==> src/rtl/tdm_pkg.sv <==
// tdm_pkg: definitions shared by the TDM receive demultiplexer and the
// companion TDM transmitter (slot count, slot-index type, lock-state enum).
package tdm_pkg;

  localparam int NSLOT  = 4;
  localparam int SLOT_W = 2;

  typedef logic [SLOT_W-1:0] slot_t;

  // Index of the final slot in a frame; the slot counter wraps after it.
  localparam slot_t LAST_SLOT = slot_t'(NSLOT - 1);

  typedef enum logic [0:0] {
    HUNT   = 1'b0,
    LOCKED = 1'b1
  } state_t;

endpackage

==> src/rtl/tdm_demux4_if.sv <==
// tdm_demux4_if: bundles the TDM line and the reassembled-frame outputs.
//   din/sync             : TDM line and slot-0 strobe (driven by the line side)
//   ch                   : reassembled frame, slot k at ch[k*DW +: DW]
//   frame_valid          : one-cycle pulse when ch updates
//   locked / sync_err    : alignment status and one-cycle sync error pulse
// Modports: master = line source / frame consumer, slave = demultiplexer.
interface tdm_demux4_if
  import tdm_pkg::*;
#(
  parameter int DW = 1
);

  logic [DW-1:0]       din;
  logic                sync;
  logic [NSLOT*DW-1:0] ch;
  logic                frame_valid;
  logic                locked;
  logic                sync_err;

  modport master (
    output din, sync,
    input  ch, frame_valid, locked, sync_err
  );

  modport slave (
    input  din, sync,
    output ch, frame_valid, locked, sync_err
  );

endinterface

==> src/rtl/tdm_slot_ctr.sv <==
// tdm_slot_ctr: 2-bit mod-NSLOT slot counter, shared with the transmitter's
// select generator.
//   clk, rst : clock, synchronous active-high reset
//   clr      : synchronous clear to 0
//   load1    : synchronous load of 1 (the cycle carrying slot 0 has just passed)
//   en       : advance by one, wrapping LAST_SLOT -> 0
//   slot     : registered slot index
// Priority: rst/clr > load1 > en.
module tdm_slot_ctr
  import tdm_pkg::*;
(
  input  logic  clk,
  input  logic  rst,
  input  logic  clr,
  input  logic  load1,
  input  logic  en,
  output slot_t slot
);

  slot_t slot_r;

  // Slot index register with clear, load-to-1 and wrapping increment.
  always_ff @(posedge clk) begin
    if (rst || clr) begin
      slot_r <= 2'd0;
    end else if (load1) begin
      slot_r <= 2'd1;
    end else if (en) begin
      slot_r <= (slot_r == LAST_SLOT) ? 2'd0 : slot_r + 2'd1;
    end else begin
      slot_r <= slot_r;
    end
  end

  assign slot = slot_r;

endmodule

==> src/rtl/tdm_demux4.sv <==
// tdm_demux4: receive end of a 4:1 TDM link. Samples one slot per clock,
// aligns to the frame with the sync strobe, and emits each complete frame as
// a registered parallel word with a one-cycle frame_valid pulse.
//   clk, rst : clock, synchronous active-high reset
//   bus      : tdm_demux4_if.slave (din, sync in; ch, frame_valid, locked,
//              sync_err out); all outputs are registered
module tdm_demux4
  import tdm_pkg::*;
#(
  parameter int DW = 1
) (
  input  logic         clk,
  input  logic         rst,
  tdm_demux4_if.slave  bus
);

  state_t              state_r;
  logic [DW-1:0]       shadow_r [0:NSLOT-2];
  logic [NSLOT*DW-1:0] ch_r;
  logic                frame_valid_r;
  logic                locked_r;
  logic                sync_err_r;

  slot_t               slot_s;
  logic                clr_s;
  logic                load1_s;
  logic                en_s;

  tdm_slot_ctr u_slot_ctr (
    .clk   (clk),
    .rst   (rst),
    .clr   (clr_s),
    .load1 (load1_s),
    .en    (en_s),
    .slot  (slot_s)
  );

  // Slot counter control: any accepted sync makes the next cycle slot 1; a
  // missing sync parks the counter at 0 for the return to HUNT.
  always_comb begin
    clr_s   = 1'b0;
    load1_s = 1'b0;
    en_s    = 1'b0;
    case (state_r)
      HUNT: begin
        if (bus.sync) begin
          load1_s = 1'b1;
        end else begin
          clr_s = 1'b1;
        end
      end
      LOCKED: begin
        if (bus.sync) begin
          load1_s = 1'b1;
        end else if (slot_s == 2'd0) begin
          clr_s = 1'b1;
        end else begin
          en_s = 1'b1;
        end
      end
      default: begin
        clr_s = 1'b1;
      end
    endcase
  end

  // Lock FSM, shadow capture and registered frame outputs.
  always_ff @(posedge clk) begin
    if (rst) begin
      state_r       <= HUNT;
      shadow_r[0]   <= '0;
      shadow_r[1]   <= '0;
      shadow_r[2]   <= '0;
      ch_r          <= '0;
      frame_valid_r <= 1'b0;
      locked_r      <= 1'b0;
      sync_err_r    <= 1'b0;
    end else begin
      frame_valid_r <= 1'b0;
      sync_err_r    <= 1'b0;
      case (state_r)
        HUNT: begin
          if (bus.sync) begin
            shadow_r[0] <= bus.din;
            state_r     <= LOCKED;
            locked_r    <= 1'b1;
          end
        end
        LOCKED: begin
          if (bus.sync) begin
            // Sync anywhere but slot 0 (including slot 3) restarts the frame
            // here; the partial frame is dropped.
            if (slot_s != 2'd0) begin
              sync_err_r <= 1'b1;
            end
            shadow_r[0] <= bus.din;
          end else begin
            case (slot_s)
              2'd0: begin
                sync_err_r <= 1'b1;
                locked_r   <= 1'b0;
                state_r    <= HUNT;
              end
              2'd1: shadow_r[1] <= bus.din;
              2'd2: shadow_r[2] <= bus.din;
              2'd3: begin
                ch_r          <= {bus.din, shadow_r[2], shadow_r[1], shadow_r[0]};
                frame_valid_r <= 1'b1;
              end
              default: begin
                state_r <= HUNT;
              end
            endcase
          end
        end
        default: begin
          state_r  <= HUNT;
          locked_r <= 1'b0;
        end
      endcase
    end
  end

  assign bus.ch          = ch_r;
  assign bus.frame_valid = frame_valid_r;
  assign bus.locked      = locked_r;
  assign bus.sync_err    = sync_err_r;

endmodule

==> src/flat_wrapper.sv <==
// flat-port wrapper written by rule: the top's interface ports become plain ports
module tdm_demux4_flat import tdm_pkg::*;
#(
  parameter int DW = 1
)
  (clk, rst, bus_din, bus_sync, bus_ch, bus_frame_valid, bus_locked, bus_sync_err);
  tdm_demux4_if #(.DW(DW)) bus_i ();
  input  logic clk;
  input  logic rst;
  input wire logic [$bits(bus_i.din)-1:0] bus_din;
  input wire logic [$bits(bus_i.sync)-1:0] bus_sync;
  output wire logic [$bits(bus_i.ch)-1:0] bus_ch;
  output wire logic [$bits(bus_i.frame_valid)-1:0] bus_frame_valid;
  output wire logic [$bits(bus_i.locked)-1:0] bus_locked;
  output wire logic [$bits(bus_i.sync_err)-1:0] bus_sync_err;
  assign bus_i.din = bus_din;
  assign bus_i.sync = bus_sync;
  assign bus_ch = bus_i.ch;
  assign bus_frame_valid = bus_i.frame_valid;
  assign bus_locked = bus_i.locked;
  assign bus_sync_err = bus_i.sync_err;
  tdm_demux4 #(.DW(DW)) u_core (.clk(clk), .rst(rst), .bus(bus_i));
endmodule
==> config.mk <==
export PLATFORM = sky130hd
export DESIGN_NAME = tdm_demux4_flat
export DESIGN_NICKNAME = d
export VERILOG_FILES = /design/src/rtl/tdm_pkg.sv /design/src/rtl/tdm_demux4_if.sv /design/src/rtl/tdm_slot_ctr.sv /design/src/rtl/tdm_demux4.sv /design/src/flat_wrapper.sv
export SDC_FILE = /design/constraint.sdc
export NUM_CORES = 1
export LEC_CHECK = 0
export BUFFER_PORTS_ARGS = -buffer_cell sky130_fd_sc_hd__clkbuf_2
export CAP_MARGIN = 20
export CORE_AREA = 2 2 39 41
export CTS_CLUSTER_SIZE = 24
export DETAILED_ROUTE_END_ITERATION = 8
export DIE_AREA = 0 0 41 43
export PLACE_DENSITY = 0.72
export SYNTH_ARGS = -nofsm -noshare
export SYNTH_HDL_FRONTEND = slang
export SYNTH_SLANG_ARGS = --single-unit
export TNS_END_PERCENT = 100
==> constraint.sdc <==
create_clock -name clk -period 2.3 [get_ports clk]
set_input_delay 0 -clock clk [delete_from_list [all_inputs] [get_ports clk]]
set_output_delay 0 -clock clk [all_outputs]
set_load 0.1 [all_outputs]
# == Word-level counts from Yosys, hierarchy flattened ==
# Memory sizes are Yosys's and may differ from the RTL's. A register that Yosys moved wholly into a read port is not among the register bits.
# Index checks and enable logic that the tools add are counted.
# word_totals
in_bits,4
ff_bits,10
ram_bits,3
romBits,0
elab_cells,72
mem_count,1
latchBits,0
# op_classes
n_eq_ne,6
n_addsub,1
order_cmp,0
reduce_logical,9
n_mul,0
div,0
bitwise,6
muxes,42
shift,0
# memory_table
name,depth,word_bits,rd,rd_clocked_by_memory_dff,wr,line_no,source
u_core.shadow_r,3,1,3,3,3,tdm_demux4.sv:18,logic [DW-1:0] shadow_r [0:NSLOT-2];
# op_table
operator,n
$mux W1,38
$ne A2 B2 Y1 const B,3
$pmux W1 S2,3
$reduce_and A3 Y1,2
$eq A2 B2 Y1 const B,2
$or A1 B1 Y1,4
$reduce_bool A2 Y1,2
$reduce_or A2 Y1,2
$reduce_or A3 Y1,1
$add A2 B1 Y2 const B,1
$eq A2 B1 Y1 const B,1
$logic_not A2 Y1,1
$mux W2,1
$not A1 Y1,2
$logic_or A1 B1 Y1,1

# == Longest topological paths before layout ==
# Gate-level depths: netlist of run 1.
# logic_depth
word_depth,7
ltp_mapped,7

# == Modules after synthesis ==
# Synthesis of run 1 repeated with hierarchy kept, for this count alone.
# hier_totals
cells_unflattened,59
area_unflattened_um2,630.6
# modules_own_cells
module,cells_each,seq_area_each_um2,area_per_inst_um2,instances
tdm_demux4,50,250.2,535.5,1
tdm_slot_ctr,9,40.0,95.1,1

# == Worst setup path after synthesis of run 1 ==
# OpenSTA, ideal clock, no wires.
# synth_timing
path_kind,register to register
startpoint,register u_core.u_slot_ctr.slot_r[0] (netlist: u_core.u_slot_ctr.slot[0])
endpoint,register u_core.u_slot_ctr.slot_r[0] (netlist: u_core.u_slot_ctr.slot[0])
setup_ps,120
required_ps,2180
t_arrival_ps,1179
path_slack_ps,1001
path_stages_with_launch,8
path_cell_list,dfxtp_1 > inv_1 > ha_1 > inv_1 > ha_1 > nand2_1 > nor3_1 > o31a_1
# synth_between
elab_chain_len,5
# synth_lines
element,line_no,source
start: declaration,tdm_slot_ctr.sv:20,slot_t slot_r;
start signal: assignment,tdm_slot_ctr.sv:29,slot_r <= (slot_r == LAST_SLOT) ? 2'd0 : slot_r + 2'd1;
start signal: assignment,tdm_slot_ctr.sv:31,slot_r <= slot_r;
"parallel branches: the longest is 5 deep, another holds $add A2 B1 Y2",--,
# Several ways; the timed one is not identified. The select of a mux whose other input is x is not followed.
# A chain may end at the register's enable or synchronous reset.

# == Worst setup path in the final report of run 1 ==
# Ends and elaborated chain as after synthesis.

==> run summary, run 1 <==
First-pass GRT wire length -> 1552 um
Routability cong. -> 0.8033
Max-cap violations -> 0
Post-route ant nets -> 0
Fin nets -> 79
Flops & latches, synth -> 13
Row count -> 14
Starting DRT DRC Count -> 0
Number of global-route vias before repair -> 373
WL/cell -> 11.11 um
Post_cts resized -> 0
Vias/cell -> 4.702
P per Cell Area -> 641.6 nW/um^2
Critical Path Fanout Max -> 4
HPWL Detailed -> 675.8 um
Critical Path Slowest Stage Cell -> dfxtp_1
Synth Cell Area -> 591.8 um^2
Synthesized instance count -> 55
Clk network pwr share -> 0.310
Most frequent cells in the layout -> dfxtp_1 (10), clkbuf_2 (10), nor2_1 (8)
Avg Cell Area, Syn -> 10.76 um^2
# diodes -> 0
Slew of the pin with the lowest slew margin -> 538.6 ps
Static Leak -> 0.3425 nW
Die height -> 43 um
Final wirelength -> 933 um
Die ar. -> 1763 um^2
Slew Limit Fails -> 0
# fillers -> 144
First-pass iteration count of the detailed router -> 1
Starting Density -> 0.4277
PortBufs -> 10
Initial antenna violation count -> 0
Share of layout cells above drive strength 1 -> 0.2500
Sw frac -> 0.2586
Fmax -> 706.9 MHz
Core ar. -> 1384 um^2
RSZ-0062 raised after global routing -> false
Status -> finished clean
Clk pin slew, worst setup/hold paths -> 80 ps
Fin crit share -> 0.6151
Pre-CTS setup slack -> 896.9 ps
Post-route cell area -> 685.7 um^2
Vias -> 395
Crit path cell chain -> inv_1 > ha_1 > inv_1 > ha_1 > nand2_1 > nor3_1 > o31a_1
Peak per-stage delay on the critical path -> 340 ps
FF/Latch Area -> 290.3 um^2
Peak supply drop -> 240.0 uV
Int Pwr -> 0.0003262 W
Worst Clk Skew -> 1.997 ps
Arrival time at the worst endpoint -> 1580 ps
Area growth from synthesis to layout -> 15.86%
CTS Buf Count -> 3
Crit path capture type -> register
Placed inst area -> 649.4 um^2
Startpoint type of the worst setup path -> register
GRT overflow -> 0
Htree depth -> 1
Req. time, crit path -> 2460 ps
CTS tree -> done
IO Count -> 11
Largest net degree at the start of global routing -> 14
Clock Tree Buf Depth -> 2
Crit Path Class -> register to register
TritonCTS Sinks -> 13
Final Critical Period -> 1415 ps
Clk_lat worst skew -> 270 ps
Non-Filler Instances -> 84
# DRC -> 0
Sequential area share after synthesis -> 0.4905
Seq pwr share -> 0.565
Final TNS setup -> 0 ps
Slew headroom -> 0.6424
PnR worst setup slack -> 885.4 ps
Clock root buffer -> clkbuf_4
Yosys Warn Count -> 0
Hold Crit Class -> input port to register
Die W -> 41 um
Multi-input logic area -> 270.3 um^2
Net switching power figure -> 0.0001138 W
# setup viols final -> 0
Syn Nets -> 65
Yosys cell types -> 20
Final hold violation count -> 0
Total GRT Usage -> 0.1404
Comb pwr share -> 0.125
Placed Cells -> 79
## worst paths after layout
path | startpoint | slack [ps] | end | cells after the start
worst min-delay path | bus_sync | 60 | u_core.u_slot_ctr.slot[0]$_SDFFE_PP0P_ | 2
worst min register to register | u_core.shadow_r[0][1]$_DFFE_PP_ | 490 | bus_ch[1]$_SDFFE_PP0P_ | 2
worst max register to register | u_core.u_slot_ctr.slot[0]$_SDFFE_PP0P_ | 890 | u_core.u_slot_ctr.slot[0]$_SDFFE_PP0P_ | 7
worst max-delay path | u_core.u_slot_ctr.slot[0]$_SDFFE_PP0P_ | 890 | u_core.u_slot_ctr.slot[0]$_SDFFE_PP0P_ | 7
## synthesized netlist by cell type
cell / n / area share
a211oi_1: 1 / 0.013
a211oi_2: 1 / 0.021
a21o_1: 2 / 0.025
a21oi_1: 3 / 0.025
buf_2: 1 / 0.0084
buf_4: 1 / 0.013
dfxtp_1: 10 / 0.34
edfxtp_1: 3 / 0.15
ha_1: 6 / 0.13
inv_1: 5 / 0.032
mux2i_1: 5 / 0.085
nand2_1: 2 / 0.013
nand2b_1: 1 / 0.011
nand3b_2: 1 / 0.019
nor2_1: 8 / 0.051
nor3_1: 1 / 0.0084
nor4b_2: 1 / 0.025
o21ai_0: 1 / 0.0084
o31a_1: 1 / 0.015
or2_2: 1 / 0.011
## flip-flops by register name, indices dropped and copies added, names as in the netlist
name,flops
u_core.u_slot_ctr.slot,2
u_core.bus.ch,1
u_core.bus.locked,1
u_core.shadow_r,3
bus_ch,3
u_core.state_r,1
u_core.bus.sync_err,1
u_core.bus.frame_valid,1
## power by group through the flow
stage	logic (W)	clock network (W)	registers [W]
after floorplan	0.0000291	0	0.000268
after global placement	0.0000534	0	0.000254
after detailed placement	0.0000538	0	0.000254
after CTS	0.0000557	0.000147	0.000249
after global routing	0.0000607	0.000162	0.000250
final	0.0000552	0.000136	0.000248
## what timing repair did
action | 4_1_cts | 5_1_grt
endpoints found under the hold margin | 1 | 0
buffers inserted | 0 | 0
hold buffers | 1 | 0
## through the flow
step / utilization / total power [W] / hold WS (ps)
after global routing: 0.4955 / 0.0004729 / 40.70
after floorplan: - / 0.0002970 / 71.01
final: 0.4955 / 0.0004399 / 63.89
after detailed placement: 0.4693 / 0.0003077 / 276.3
after global placement: 0.4693 / 0.0003070 / 265.5
after CTS: 0.4955 / 0.0004516 / 50.71
## cells by family after synthesis
kind of cell	after synthesis	share of synthesized area
buffers and inverters	7	0.05285
AND/OR/NAND/NOR	15	0.1374
adder cells (fa/ha/maj)	6	0.1268
AO/OA/AOI/OAI	9	0.1078
flip-flops	13	0.4905
multiplexers	5	0.08457
## layout make-up
class                      instances  share of cell area
timing repair buffer              11             0.08759
inverter                           5             0.02737
multi-input combinational         35              0.3942
clock buffer                       4             0.03832
sequential                        13              0.4234
tap                               16             0.02920
## layer usage
| layer | track usage | vias up | share of wire |
|---|---|---|---|
| met3 | 0.06283 | 0 | 0.043 |
| met4 | 0.1000 | 0 | 0 |
| met1 | 0.1611 | 173 | 0.48 |
| met2 | 0.1969 | 7 | 0.48 |
| met5 | 0 | - | 0 |
| li1 | - | 215 | - |
## critical path: cells and delay by family, from the launching register on
family,cells,cell delay (ps)
AOI/OAI and AO/OA,1,270
adders and majority gates,2,430
buffers and inverters,2,160
DFF,1,340
and+or+nand+nor,2,110
(Power assumes the default switching activity.)
==> run 2: changes to the inputs <==
==> constraint.sdc (replaced) <==
create_clock -name clk -period 1.45 [get_ports clk]
set_input_delay 0 -clock clk [delete_from_list [all_inputs] [get_ports clk]]
set_output_delay 0 -clock clk [all_outputs]
set_load 0.1 [all_outputs]
==> run 2 against run 1 <==
  * Register-to-register slack worse by 810 ps
  * Worst hold slack worse by 10 ps
  * Final cell count stayed put
  * Critical path depth unchanged
  * Largest cell class unchanged
==> run summary, run 2 (synthesis gave the netlist of run 1 again) <==
Starting DRT DRC Count -> 6
Clock root buffer -> clkbuf_4
Fmax -> 728.3 MHz
# setup viols final -> 0
R2R Path Start -> u_core.u_slot_ctr.slot[0]$_SDFFE_PP0P_
Slew headroom -> 0.6426
# fillers -> 140
Vias -> 407
WL/cell -> 10.43 um
Htree depth -> 1
Hold Crit Class -> input port to register
PortBufs -> 10
Clock Tree Buf Depth -> 2
Fin nets -> 79
RSZ-0062 raised after global routing -> false
GRT overflow -> 0
Clk_lat worst skew -> 270 ps
FF/Latch Area -> 292.8 um^2
Critical Path Fanout Max -> 4
Slew of the pin with the lowest slew margin -> 538.3 ps
Startpoint type of the worst setup path -> register
Placed Cells -> 79
HP Start -> bus_sync
Die ar. -> 1763 um^2
Req. time, crit path -> 1620 ps
Tot Pwr -> 0.0007027 W
Hold Path Sink -> u_core.u_slot_ctr.slot[0]$_SDFFE_PP0P_
Initial antenna violation count -> 0
Final TNS setup -> 0 ps
Worst path bufs/invs -> 2
Crit path cell chain -> inv_1 > ha_1 > inv_1 > ha_1 > nand2_1 > nor3_1 > o31a_1
IO Count -> 11
Clk pin slew, worst setup/hold paths -> 70 ps
Peak supply drop -> 527.2 uV
Vias/cell -> 4.845
Status -> finished clean
Fin crit share -> 0.9469
TritonCTS Sinks -> 13
# DRC -> 0
Slew Limit Fails -> 0
Die height -> 43 um
Hold path cells -> 2
Peak per-stage delay on the critical path -> 340 ps
Commonest non-fill, non-tap cell in the layout -> clkbuf_2
Area growth from synthesis to layout -> 16.28%
Delay-heaviest family, CP -> adder cells
Share of layout cells above drive strength 1 -> 0.2794
Worst Clk Skew -> 0.7606 ps
Arrival time at the worst endpoint -> 1540 ps
HPWL Detailed -> 653.4 um
Non-Filler Instances -> 84
R2R Path End -> u_core.u_slot_ctr.slot[0]$_SDFFE_PP0P_
Post-CTS Setup Bufs -> 0
Final Critical Period -> 1373 ps
Most frequent cells in the layout -> clkbuf_2 (10), nor2_1 (8), dfxtp_1 (8)
Static Leak -> 0.3433 nW
Largest net degree at the start of global routing -> 14
PnR worst setup slack -> 76.99 ps
Core ar. -> 1384 um^2
Pre-CTS setup slack -> 71.85 ps
Total GRT Usage -> 0.1218
CTS Buf Count -> 3
Post-route ant nets -> 0
Die W -> 41 um
Final wirelength -> 876 um
# diodes -> 0
First-pass GRT wire length -> 1380 um
Starting Density -> 0.4277
Multi-input logic area -> 270.3 um^2
Row count -> 14
Routability cong. -> 0.8066
Max-cap violations -> 0
Final hold violation count -> 0
Final core utilization -> 0.4973
CTS tree -> done
P per Cell Area -> 1021 nW/um^2
R2R depth -> 7
First-pass iteration count of the detailed router -> 4
Crit path capture type -> register
Critical Path Slowest Stage Cell -> dfxtp_2
Number of global-route vias before repair -> 324
Crit Path Class -> register to register
Reg2Reg Setup Slack -> 80 ps
## run 2: final cells by class
cell class | instances | share of cell area
Sequential cell | 13 | 0.4255
Tap cell | 16 | 0.02909
Inverter | 5 | 0.02727
Clock buffer | 4 | 0.03818
Multi-Input combinational cell | 35 | 0.3927
Timing Repair Buffer | 11 | 0.08727
## run 2: layer usage
| layer | part of all wire | vias to the layer above | track usage | wire length [um] |
|---|---|---|---|---|
| met5 | 0 | - | 0 | 0 |
| met4 | 0.033 | 0 | 0.1000 | 29 |
| met3 | 0.059 | 5 | 0.03141 | 52 |
| met2 | 0.43 | 12 | 0.1563 | 379 |
| met1 | 0.47 | 177 | 0.1633 | 414 |
| li1 | - | 213 | - | - |
## run 2: metrics by stage
step	hold WS [ps]	cell area (um^2)
after CTS	50.61	685.7
after global routing	54.29	688.2
final	53.55	688.2
after detailed placement	265.3	649.4
after floorplan	71.01	591.8
after global placement	260.1	649.4
## run 2: worst max-delay path by stage
stage	from	end	slack (ps)	cells past startpoint
floorplan	u_core.u_slot_ctr.slot[0]$_SDFFE_PP0P_	u_core.u_slot_ctr.slot[0]$_SDFFE_PP0P_	150	7
global placement	u_core.u_slot_ctr.slot[0]$_SDFFE_PP0P_	u_core.u_slot_ctr.slot[0]$_SDFFE_PP0P_	90	5
detailed placement	u_core.u_slot_ctr.slot[0]$_SDFFE_PP0P_	u_core.u_slot_ctr.slot[0]$_SDFFE_PP0P_	70	7
CTS	u_core.u_slot_ctr.slot[0]$_SDFFE_PP0P_	u_core.u_slot_ctr.slot[0]$_SDFFE_PP0P_	60	5
global route	u_core.u_slot_ctr.slot[0]$_SDFFE_PP0P_	u_core.u_slot_ctr.slot[1]$_SDFFE_PP0P_	9	6
finish	u_core.u_slot_ctr.slot[0]$_SDFFE_PP0P_	u_core.u_slot_ctr.slot[0]$_SDFFE_PP0P_	80	7
## run 2: repair_timing
| action | CTS | global route |
|---|---|---|
| hold buffers | 1 | 0 |
| resized for setup | 0 | 2 |
| hold endpoints to repair | 1 | 0 |
| setup endpoints to repair | 0 | 2 |
## run 2: power breakdown
part	switching [W]	leakage [nW]	total, W	internal [W]
clock	0.000115	0.0150	0.000222	0.000107
sequential	0.00000993	0.114	0.000394	0.000385
combinational	0.0000594	0.215	0.0000861	0.0000268
==> run 3: changes to the inputs <==
--- a/config.mk
+++ b/config.mk
@@ -5,13 +5,13 @@
 export SDC_FILE = /design/constraint.sdc
 export NUM_CORES = 1
 export LEC_CHECK = 0
-export BUFFER_PORTS_ARGS = -buffer_cell sky130_fd_sc_hd__clkbuf_2
 export CAP_MARGIN = 20
 export CORE_AREA = 2 2 39 41
 export CTS_CLUSTER_SIZE = 24
 export DETAILED_ROUTE_END_ITERATION = 8
 export DIE_AREA = 0 0 41 43
-export PLACE_DENSITY = 0.72
+export DONT_BUFFER_PORTS = 1
+export PLACE_DENSITY = 0.65
 export SYNTH_ARGS = -nofsm -noshare
 export SYNTH_HDL_FRONTEND = slang
 export SYNTH_SLANG_ARGS = --single-unit
==> run 3 against run 2 <==
  * Clock skew is 4.9 ps higher
  * Non-clock buffer count is 1 higher
  * Sequential share of layout area is 2.4 points lower
  * Die area stayed put
  * Clock-buffer cell count stayed put
  * Maximum frequency is 1.2% lower
  * Routed wire length is 17% higher
==> run summary, run 3 (synthesis gave the netlist of run 1 again) <==
Initial antenna violation count -> 0
Routability cong. -> 0.7821
R2R Path End -> u_core.u_slot_ctr.slot[0]$_SDFFE_PP0P_
Pre-CTS setup slack -> 71.10 ps
Die W -> 41 um
# diodes -> 0
Htree depth -> 1
R2R depth -> 7
Final Critical Period -> 1389 ps
Fin nets -> 80
Fmax -> 719.9 MHz
CTS tree -> done
Core ar. -> 1384 um^2
Hold Crit Class -> input port to register
Number of global-route vias before repair -> 381
R2R Path Start -> u_core.u_slot_ctr.slot[0]$_SDFFE_PP0P_
Worst path bufs/invs -> 2
Peak supply drop -> 484.9 uV
Placed inst area -> 666.9 um^2
FF/Latch Area -> 291.5 um^2
Clk_lat worst skew -> 280 ps
Starting DRT DRC Count -> 6
Critical Path Fanout Max -> 3
Clock root buffer -> clkbuf_4
Vias/cell -> 4.976
# DRC -> 0
First-pass iteration count of the detailed router -> 2
Die ar. -> 1763 um^2
Crit path cell chain -> inv_1 > ha_2 > inv_1 > ha_1 > nand2_1 > nor3_1 > o31a_1
Clock Tree Buf Depth -> 2
Total GRT Usage -> 0.1369
Post-route cell area -> 726.9 um^2
Die height -> 43 um
Reg2Reg Setup Slack -> 60 ps
Crit-path most repeated cell -> inv_1
Area growth from synthesis to layout -> 22.83%
HPWL Detailed -> 692.9 um
Crit path capture type -> register
Req. time, crit path -> 1620 ps
Non-Filler Instances -> 85
Post-CTS Setup Bufs -> 0
Max-cap violations -> 0
Arrival time at the worst endpoint -> 1560 ps
IO Count -> 11
# fillers -> 138
PnR worst setup slack -> 60.90 ps
Critical Path Slowest Stage Cell -> dfxtp_1
# setup viols final -> 0
HP Start -> bus_sync
PortBufs -> 0
Placed Cells -> 78
WL/cell -> 12.06 um
Starting Density -> 0.4277
Fin crit share -> 0.9580
Final hold slack -> 18.25 ps
Share of layout cells above drive strength 1 -> 0.2609
Post-route ant nets -> 0
Final hold violation count -> 0
Slew of the pin with the lowest slew margin -> 489.6 ps
Slew headroom -> 0.6725
Static Leak -> 0.3538 nW
Status -> finished clean
Peak per-stage delay on the critical path -> 320 ps
Multi-input logic area -> 272.8 um^2
GRT overflow -> 0
Row count -> 14
Tot Pwr -> 0.0007159 W
Largest net degree at the start of global routing -> 13
Hold path cells -> 2
Final wirelength -> 1025 um
Worst Clk Skew -> 5.613 ps
TritonCTS Sinks -> 13
Startpoint type of the worst setup path -> register
First-pass GRT wire length -> 1587 um
Slew Limit Fails -> 0
Delay-heaviest family, CP -> adder cells
CTS Buf Count -> 3
Most frequent cells in the layout -> dfxtp_1 (9), buf_4 (9), nor2_1 (8)
P per Cell Area -> 984.9 nW/um^2
Hold Path Sink -> u_core.bus.frame_valid$_SDFF_PP0_
Vias -> 423
Clk pin slew, worst setup/hold paths -> 80 ps
Crit Path Class -> register to register
## run 3: cell type report
| class | count | share of cell area |
|---|---|---|
| Tap cell | 16 | 0.02754 |
| Sequential cell | 13 | 0.4010 |
| Timing Repair Buffer | 12 | 0.1343 |
| Inverter | 5 | 0.02582 |
| Multi-Input combinational cell | 35 | 0.3752 |
| Clock buffer | 4 | 0.03614 |
## run 3: layer usage
metal  vias to the layer above  part of all wire  track usage
li1                        212                 -            -
met1                       201              0.42       0.1661
met2                         8              0.53       0.2094
met3                         2             0.038      0.04712
met4                         0             0.018      0.06000
met5                         -                 0            0
## run 3: what timing repair did
| item | in CTS | in global routing |
|---|---|---|
| hold endpoints to repair | 16 | 0 |
| gates resized for setup | 0 | 2 |
| setup endpoints to repair | 0 | 2 |
| hold buffers | 3 | 0 |
## run 3: power breakdown
part | internal, W | switching, W
registers | 0.000384 | 0.00000458
clock network | 0.000107 | 0.000118
logic | 0.0000359 | 0.0000671
total | 0.000527 | 0.000189
## run 3: how the worst max path moves through the flow
stage | startpoint | endpoint | slack [ps] | cells after the start
final | u_core.u_slot_ctr.slot[0]$_SDFFE_PP0P_ | u_core.u_slot_ctr.slot[0]$_SDFFE_PP0P_ | 60 | 7
after global routing | u_core.u_slot_ctr.slot[0]$_SDFFE_PP0P_ | u_core.u_slot_ctr.slot[0]$_SDFFE_PP0P_ | -6 | 7
after CTS | u_core.u_slot_ctr.slot[0]$_SDFFE_PP0P_ | u_core.u_slot_ctr.slot[0]$_SDFFE_PP0P_ | 50 | 7
after detailed placement | u_core.u_slot_ctr.slot[1]$_SDFFE_PP0P_ | u_core.u_slot_ctr.slot[0]$_SDFFE_PP0P_ | 70 | 7
after global placement | u_core.u_slot_ctr.slot[0]$_SDFFE_PP0P_ | u_core.u_slot_ctr.slot[0]$_SDFFE_PP0P_ | 110 | 7
after floorplan | u_core.u_slot_ctr.slot[0]$_SDFFE_PP0P_ | u_core.u_slot_ctr.slot[0]$_SDFFE_PP0P_ | 150 | 7
## run 3: per-stage QoR
stage | TNS (ps) | utilization
floorplan | 0 | -
global placement | 0 | 0.4819
detailed placement | 0 | 0.4819
CTS | 0 | 0.5226
global route | -6.413 | 0.5253
finish | 0 | 0.5253
